**src/rtl/cfg_pkg.sv**
```systemverilog
// Build-wide configuration for the stack subsystem: engine count and the
// default response watchdog limit.
package cfg_pkg;
  localparam int unsigned ENGS_N            = 4;
  localparam int unsigned STK_RSP_TIMEOUT_N = 255;
endpackage

```
**src/rtl/stk_pkg.sv**
```systemverilog
// Shared stack types: pipe opcodes, engine identifiers and the request FSM states.
package stk_pkg;
  localparam int unsigned ENGID_W = (cfg_pkg::ENGS_N > 1) ? $clog2(cfg_pkg::ENGS_N) : 1;

  typedef enum logic [1:0] {
    NOP  = 2'd0,
    PUSH = 2'd1,
    POP  = 2'd2
  } opcode_t;

  typedef logic [ENGID_W-1:0] engid_t;

  typedef enum logic [1:0] {
    ST_IDLE     = 2'd0,
    ST_ISSUE    = 2'd1,
    ST_WAIT_RSP = 2'd2,
    ST_RSP      = 2'd3
  } state_t;
endpackage

```
**src/rtl/stk_eng_req.sv**
```systemverilog
// Per-engine request front end: captures one request, issues it to the shared
// stack pipe, waits for the tagged response (or watchdog expiry) and returns it.
module stk_eng_req
  import stk_pkg::*;
#(
  parameter int unsigned ENG_ID    = 0,
  parameter int unsigned TIMEOUT_N = cfg_pkg::STK_RSP_TIMEOUT_N
) (
  input  logic          clk,
  input  logic          arst_n,
  input  logic          i_req_vld,
  input  opcode_t       i_req_opcode,
  input  logic [127:0]  i_req_dat,
  output logic          o_req_rdy,
  output opcode_t       o_cmd_opcode,
  output logic [127:0]  o_cmd_dat,
  input  logic          i_cmd_ack,
  input  engid_t        i_cmd_ack_engid,
  input  logic          i_rsp_vld,
  input  engid_t        i_rsp_engid,
  input  logic [127:0]  i_rsp_dat,
  input  logic          i_rsp_err,
  output logic          o_rsp_vld,
  output logic [127:0]  o_rsp_dat,
  output logic          o_rsp_err,
  output logic          o_rsp_timeout
);

  localparam engid_t     MY_ID   = engid_t'(ENG_ID);
  localparam logic [7:0] CNT_LAST = 8'(TIMEOUT_N - 1);

  state_t        state_q, state_d;
  opcode_t       op_q, op_d;
  logic [127:0]  dat_q, dat_d;
  logic [7:0]    cnt_q, cnt_d;
  logic [127:0]  rsp_dat_q, rsp_dat_d;
  logic          rsp_err_q, rsp_err_d;
  logic          rsp_to_q, rsp_to_d;

  logic ack_hit;
  logic rsp_hit;

  assign ack_hit = i_cmd_ack && (i_cmd_ack_engid == MY_ID);
  assign rsp_hit = i_rsp_vld && (i_rsp_engid == MY_ID);

  always_comb begin
    state_d   = state_q;
    op_d      = op_q;
    dat_d     = dat_q;
    cnt_d     = cnt_q;
    rsp_dat_d = rsp_dat_q;
    rsp_err_d = rsp_err_q;
    rsp_to_d  = rsp_to_q;
    case (state_q)
      ST_IDLE: begin
        if (i_req_vld && (i_req_opcode != NOP)) begin
          op_d    = i_req_opcode;
          dat_d   = i_req_dat;
          state_d = ST_ISSUE;
        end
      end
      ST_ISSUE: begin
        if (ack_hit) begin
          cnt_d   = '0;
          state_d = ST_WAIT_RSP;
        end
      end
      ST_WAIT_RSP: begin
        cnt_d = cnt_q + 8'd1;
        // A real response on the expiry cycle takes priority over the watchdog.
        if (rsp_hit) begin
          rsp_dat_d = i_rsp_dat;
          rsp_err_d = i_rsp_err;
          rsp_to_d  = 1'b0;
          state_d   = ST_RSP;
        end else if (cnt_q == CNT_LAST) begin
          rsp_dat_d = '0;
          rsp_err_d = 1'b1;
          rsp_to_d  = 1'b1;
          state_d   = ST_RSP;
        end
      end
      ST_RSP:  state_d = ST_IDLE;
      default: state_d = ST_IDLE;
    endcase
  end

  always_ff @(posedge clk or negedge arst_n) begin
    if (!arst_n) begin
      state_q   <= ST_IDLE;
      op_q      <= NOP;
      dat_q     <= '0;
      cnt_q     <= '0;
      rsp_dat_q <= '0;
      rsp_err_q <= 1'b0;
      rsp_to_q  <= 1'b0;
    end else begin
      state_q   <= state_d;
      op_q      <= op_d;
      dat_q     <= dat_d;
      cnt_q     <= cnt_d;
      rsp_dat_q <= rsp_dat_d;
      rsp_err_q <= rsp_err_d;
      rsp_to_q  <= rsp_to_d;
    end
  end

  assign o_req_rdy     = (state_q == ST_IDLE);
  assign o_cmd_opcode  = (state_q == ST_ISSUE) ? op_q : NOP;
  assign o_cmd_dat     = (state_q == ST_ISSUE) ? dat_q : '0;
  assign o_rsp_vld     = (state_q == ST_RSP);
  assign o_rsp_dat     = rsp_dat_q;
  assign o_rsp_err     = rsp_err_q;
  assign o_rsp_timeout = rsp_to_q;

endmodule

```
**config.mk**
```make
export PLATFORM = sky130hd
export DESIGN_NAME = stk_eng_req
export DESIGN_NICKNAME = d
export VERILOG_FILES = /design/src/rtl/cfg_pkg.sv /design/src/rtl/stk_pkg.sv /design/src/rtl/stk_eng_req.sv
export SDC_FILE = /design/constraint.sdc
export NUM_CORES = 1
export LEC_CHECK = 0
export ABC_AREA = 1
export BUFFER_PORTS_ARGS = -buffer_cell sky130_fd_sc_hd__buf_2
export CORE_AREA = 3 3 207 209
export CTS_BUF_LIST = sky130_fd_sc_hd__clkbuf_4 sky130_fd_sc_hd__clkbuf_8
export DETAILED_ROUTE_END_ITERATION = 16
export DIE_AREA = 0 0 210 212
export SLEW_MARGIN = 15
export SYNTH_ARGS = -nofsm -noshare
export SYNTH_HDL_FRONTEND = slang
export SYNTH_SLANG_ARGS = --single-unit
export TNS_END_PERCENT = 1
```
**constraint.sdc**
```tcl
create_clock -name clk -period 1.55 [get_ports clk]
set_input_delay 0 -clock clk [delete_from_list [all_inputs] [get_ports clk]]
set_output_delay 0 -clock clk [all_outputs]
set_load 0.005 [all_outputs]
```
Word-level counts from Yosys, hierarchy flattened
Cells that the tools add are included.

Flip-flop bits (word level): 270. Input bits: 268. Output and inout bits: 262. Logic and storage cells: 42.

$add $sub $neg: 1. Equal/unequal tests: 7. Multiplexer cells: 14. Reductions and logical operators: 13.

Operators with widths (number): 128-bit 2-to-1 mux (3); 8-bit case mux with 2 select lines (1); 2-bit 2-to-1 mux (5); 8-bit by 1-bit adder with 8-bit output, second input constant (1); 8-bit equality test, second input constant (1); 8-bit 2-to-1 mux (1); 2-bit case mux with 4 select lines (1); 2-bit logical NOT (3); 2-bit AND reduction (3); 2-bit nonzero test (3); 2-bit equality test, second input constant (2); 1-bit logical AND (3); 1-bit 2-to-1 mux (3); 3-bit inequality test, second input constant (1); 3-bit AND reduction (1); 2-bit by 1-bit equality test with 1-bit output, second input constant (1); 2-bit by 1-bit inequality test with 1-bit output, second input constant (1); 2-bit inequality test, second input constant (1).

Logic depth before layout (Yosys ltp)
Depth in word-level cells: 4. Gate-level depth with buffers: 11. Depth with buffers taken out: 9.

Worst setup path before layout
No wires, ideal clock.

Kind: flip-flop to flip-flop. Start point: register state_q[0]. End point: register cnt_q[5]. Library setup time: 0.119 ns. Arrival: 1.404 ns. Path slack: 0.027 ns. Stages on the path, launching flop included: 11. Period minus slack after synthesis: 1.523 ns. Cell sequence: dfrtp_1 inv_1 ha_1 buf_2 inv_1 or2_1 nand2_1 buf_4 nand3_1 nand2_1 nor2_1.

Longest elaborated chain between the ends: 3.

Ends and longest elaborated chain: start: declaration (line stk_eng_req.sv:32) `state_t state_q, state_d;`; start signal: assignment (line stk_eng_req.sv:98) `state_q <= state_d;`; 2-bit by 1-bit equality test with 1-bit output or 2-bit equality test (tied branches) (line stk_eng_req.sv:54) `case (state_q)`; 2-bit inequality test (no line) or 2-bit nonzero test (tied branches); 2-bit AND reduction (no line); end signal: assignment (line stk_eng_req.sv:101) `cnt_q <= cnt_d;`; end: declaration (line stk_eng_req.sv:35) `logic [7:0] cnt_q, cnt_d;`.

Several ways; a longest one is shown, not always the timed one. A chain may end at the register's enable or synchronous reset.

Worst setup path in the final report
Start point: register state_q[1]. End point: register dat_q[38].

Longest elaborated chain between the ends: 2.

Ends and longest elaborated chain: 2-bit logical NOT (line stk_eng_req.sv:54); 2-bit AND reduction (no line); end signal: assignment (line stk_eng_req.sv:100) `dat_q <= dat_d;`; end: declaration (line stk_eng_req.sv:34) `logic [127:0] dat_q, dat_d;`.

Every way passes these cells.

==> flow_summary.yaml <==
final_layout:
  final_cells: 2884
  filler_cell_count: 3778
  area.growth.synth_to_final_pct: 67.1
  utilization: 0.484
  final_common_cell: "sky130_fd_sc_hd__nand2_1"
  final_layout_size_suffix_gt1_frac: 0.358
  layout.nets: 2587
  mostFrequentLayoutCells: "564 x sky130_fd_sc_hd__nand2_1, 505 x sky130_fd_sc_hd__buf_2, 270 x sky130_fd_sc_hd__dfrtp_1, 268 x sky130_fd_sc_hd__dlygate4sd3_1, 240 x sky130_fd_sc_hd__inv_1"
status:
  violations_in_the_final_reports: "negative setup slack"
  outcome: "finished with violations"
placement:
  portBuffers: 529
  place.gp.congestion: 0.825
  dpl.hpwl_mm: 27.4
  numPlacedInstances: 2511
clocking:
  clkSlewWorstSetupHoldPaths_ns: 0.05
  cts_made_buffers: 49
  hold_buffers: 269
  cts-htree-levels: 2
  clkLatencyLatePin_ns: 0.59
  cts.sink_count: 270
  ctsRootBufferMaster: "sky130_fd_sc_hd__clkbuf_8"
  clk_path_buf_depth: 3
  clock_tree_from_tritoncts: "built"
worst_setup_path:
  cp_common_cell: "sky130_fd_sc_hd__buf_4"
  critPathTopFamily: "buffers and inverters"
  cp_slowest_stage_delay_ns: 0.36
  critPathMaxFanout: 120
  critical_path_source_type: "flop"
  slowest_library_cell_on_the_worst_path: "sky130_fd_sc_hd__dfrtp_1"
  timing.critical_path.buf_inv: 5
  critical_path_required_ns: 2.03
  timing.critical_path.cells: "inv_2 -> buf_4 -> buf_4 -> buf_4 -> ha_4 -> nand3_4 -> buf_16 -> nand2_1 -> o21ai_0"
  startpoint_of_the_most_critical_register_to_register_path: "state_q[1]"
  critPathLaunch: "state_q[1]"
  worst_ep_arrival_time_ns: 2.40
  critPathCaptureType: "flop"
  setup.worst_path.class: "reg2reg"
power_and_ir_drop:
  power_density_nw_per_um2: 1630
  power.leakage_nw: 11.8
  vdd.ir_drop.worst_mv: 0.955
detailed_routing:
  num_vias: 12300
  drt-initial-drc-count: 829
  drcViolationCount: 0
  number_of_iterations_in_the_first_detailed_routing_pass: 6
  wire_per_inst_um: 14.7
  drt-total-wl_mm: 42.4
  postRouteAntennaNets: 0
  vias_per_cell: 4.26
sta:
  fin_ws_ns: -0.371
  report.final.slew_viol_count: 0
  worstMarginPinSlew_ns: 0.424
  setup_viol_count_final: 294
  max_slew_margin_vs_limit: 0.717
  finalWorstPathRequiredPeriod_ns: 1.92
  hold_viol_final: 0
  fin_skew_ns: 0.00945
  rsz0062_at_grt: "yes"
  max_freq_mhz: 520
  final.setup.tns_ns: -60.61
  min_period_over_period: 1.24
yosys:
  syn_area_per_cell_um2: 8.07
  post_synth_inst_count: 1472
  synth_nets: 1746
  synth.yosys.seq_area_share: 0.569
  netlist_area_um2: 11900
  synth_seq_cells: 270
  yosysWarningCount: 0
  synth_cell_type_count: 18
floorplan:
  dieArea_um2: 44500
  std_cell_rows: 74
  design.core.area_um2: 41000
  io_pins: 530
  die_w_um: 210
  die_h_um: 212
  floorplan.initialDensity: 0.289
global_route:
  grt_max_degree: 121
  grt_pass1_wl_mm: 66.0
  number_of_global_route_vias_before_repair: 12900
  initial_antenna_violation_count: 2
  grt_usage: 0.184
  globalRouteOverflowTotal: 0
worst_hold_path:
  hold_class: "in2reg"
  timing.hold.worst.start: "i_cmd_ack_engid[1]"
job:
  cap_violations: 0
==> where the power goes <==
part	switching (W)	total [W]	internal [W]
clock	0.00307	0.00770	0.00463
combinational	0.00630	0.0123	0.00595
sequential	0.00201	0.0123	0.0103
total	0.0114	0.0323	0.0209
==> synthesized netlist by cell type <==
| library cell | count | area share |
|---|---|---|
| sky130_fd_sc_hd__dfrtp_1 | 270 | 0.57 |
| sky130_fd_sc_hd__nand2_2 | 82 | 0.043 |
| sky130_fd_sc_hd__nor3_1 | 1 | 0.00042 |
| sky130_fd_sc_hd__a21oi_1 | 4 | 0.0017 |
| sky130_fd_sc_hd__nand3_2 | 1 | 0.00084 |
| sky130_fd_sc_hd__nand4_1 | 5 | 0.0026 |
| sky130_fd_sc_hd__nor2_1 | 10 | 0.0032 |
| sky130_fd_sc_hd__or2_1 | 1 | 0.00053 |
| sky130_fd_sc_hd__nand3_1 | 9 | 0.0038 |
| sky130_fd_sc_hd__or2_2 | 1 | 0.00053 |
| sky130_fd_sc_hd__buf_2 | 40 | 0.017 |
| sky130_fd_sc_hd__clkbuf_1 | 21 | 0.0066 |
| sky130_fd_sc_hd__buf_4 | 1 | 0.00063 |
| sky130_fd_sc_hd__inv_1 | 274 | 0.087 |
| sky130_fd_sc_hd__nand2_1 | 600 | 0.19 |
| sky130_fd_sc_hd__o21ai_0 | 135 | 0.057 |
| sky130_fd_sc_hd__buf_6 | 11 | 0.010 |
| sky130_fd_sc_hd__ha_1 | 6 | 0.0063 |
==> cell type report <==
class | count | area, um^2 | share of cell area
Antenna cell | 3 | 7.51 | 0.000378
Clock buffer | 76 | 965 | 0.0486
Clock inverter | 11 | 166 | 0.00839
Inverter | 274 | 1030 | 0.0519
Multi-Input combinational cell | 855 | 3860 | 0.194
Sequential cell | 270 | 6760 | 0.341
Tap cell | 532 | 666 | 0.0335
Timing Repair Buffer | 863 | 6390 | 0.322
==> sequential cells by signal, summed over array words and instances, names as in the netlist <==
register and flops:
state_q 2, o_rsp_err 1, op_q 2, o_rsp_dat 128, o_rsp_timeout 1, dat_q 128
cnt_q 8
==> per-stage QoR <==
step           power, W  area (um^2)  hold WS, ns  setup WS [ns]
5_1_grt          0.0347        19800    -0.000383         -0.490
4_1_cts          0.0320        19600       0.0277         -0.468
2_1_floorplan    0.0171        11900       -0.296         0.0266
3_5_place_dp     0.0224        15400      -0.0859         -0.203
6_report         0.0323        19800      0.00421         -0.371
3_3_place_gp     0.0221        15400      -0.0879         -0.119
==> layer usage <==
layer	vias up	wire length, um	track usage
li1	5975	-	-
met1	5749	16500	0.211
met2	447	22000	0.326
met3	125	2060	0.0328
met4	0	1920	0.100
met5	-	0	0
==> final timing paths <==
kind | slack (ns) | end | cells after the start
setup / recovery | -0.37 | dat_q[38] | 9
hold / removal | 0.004 | cnt_q[6] | 7
setup reg to reg | -0.37 | dat_q[38] | 9
hold reg to reg | 0.47 | o_rsp_dat[0] | 2
max in group asynchronous | 0.57 | o_rsp_dat[6] | 4
min in group asynchronous | 0.57 | dat_q[65] | 4
==> tightest hold or removal path, cell delays in order <==
cell,delay [ns]
sky130_fd_sc_hd__buf_2,0.10
sky130_fd_sc_hd__nor2_1,0.09
sky130_fd_sc_hd__nand3_2,0.11
sky130_fd_sc_hd__nand2_4,0.07
sky130_fd_sc_hd__inv_2,0.08
sky130_fd_sc_hd__nand2_1,0.05
sky130_fd_sc_hd__nand2_1,0.05
==> repair_timing <==
action	4_1_cts	5_1_grt
setup endpoints to repair	327	402
buffers inserted	10	0
endpoints found under the hold margin	538	2
cloned	3	3
gates resized for setup	44	84
pin swaps	1	1
==> cell families after synthesis <==
| family | synth area share |
|---|---|
| and+or+nand+nor | 0.245 |
| buffers and inverters | 0.121 |
| DFF | 0.569 |
| AOI/OAI and AO/OA | 0.0586 |
| adders and majority gates | 0.00632 |
No activity file was read; power rests on OpenSTA's default activity.
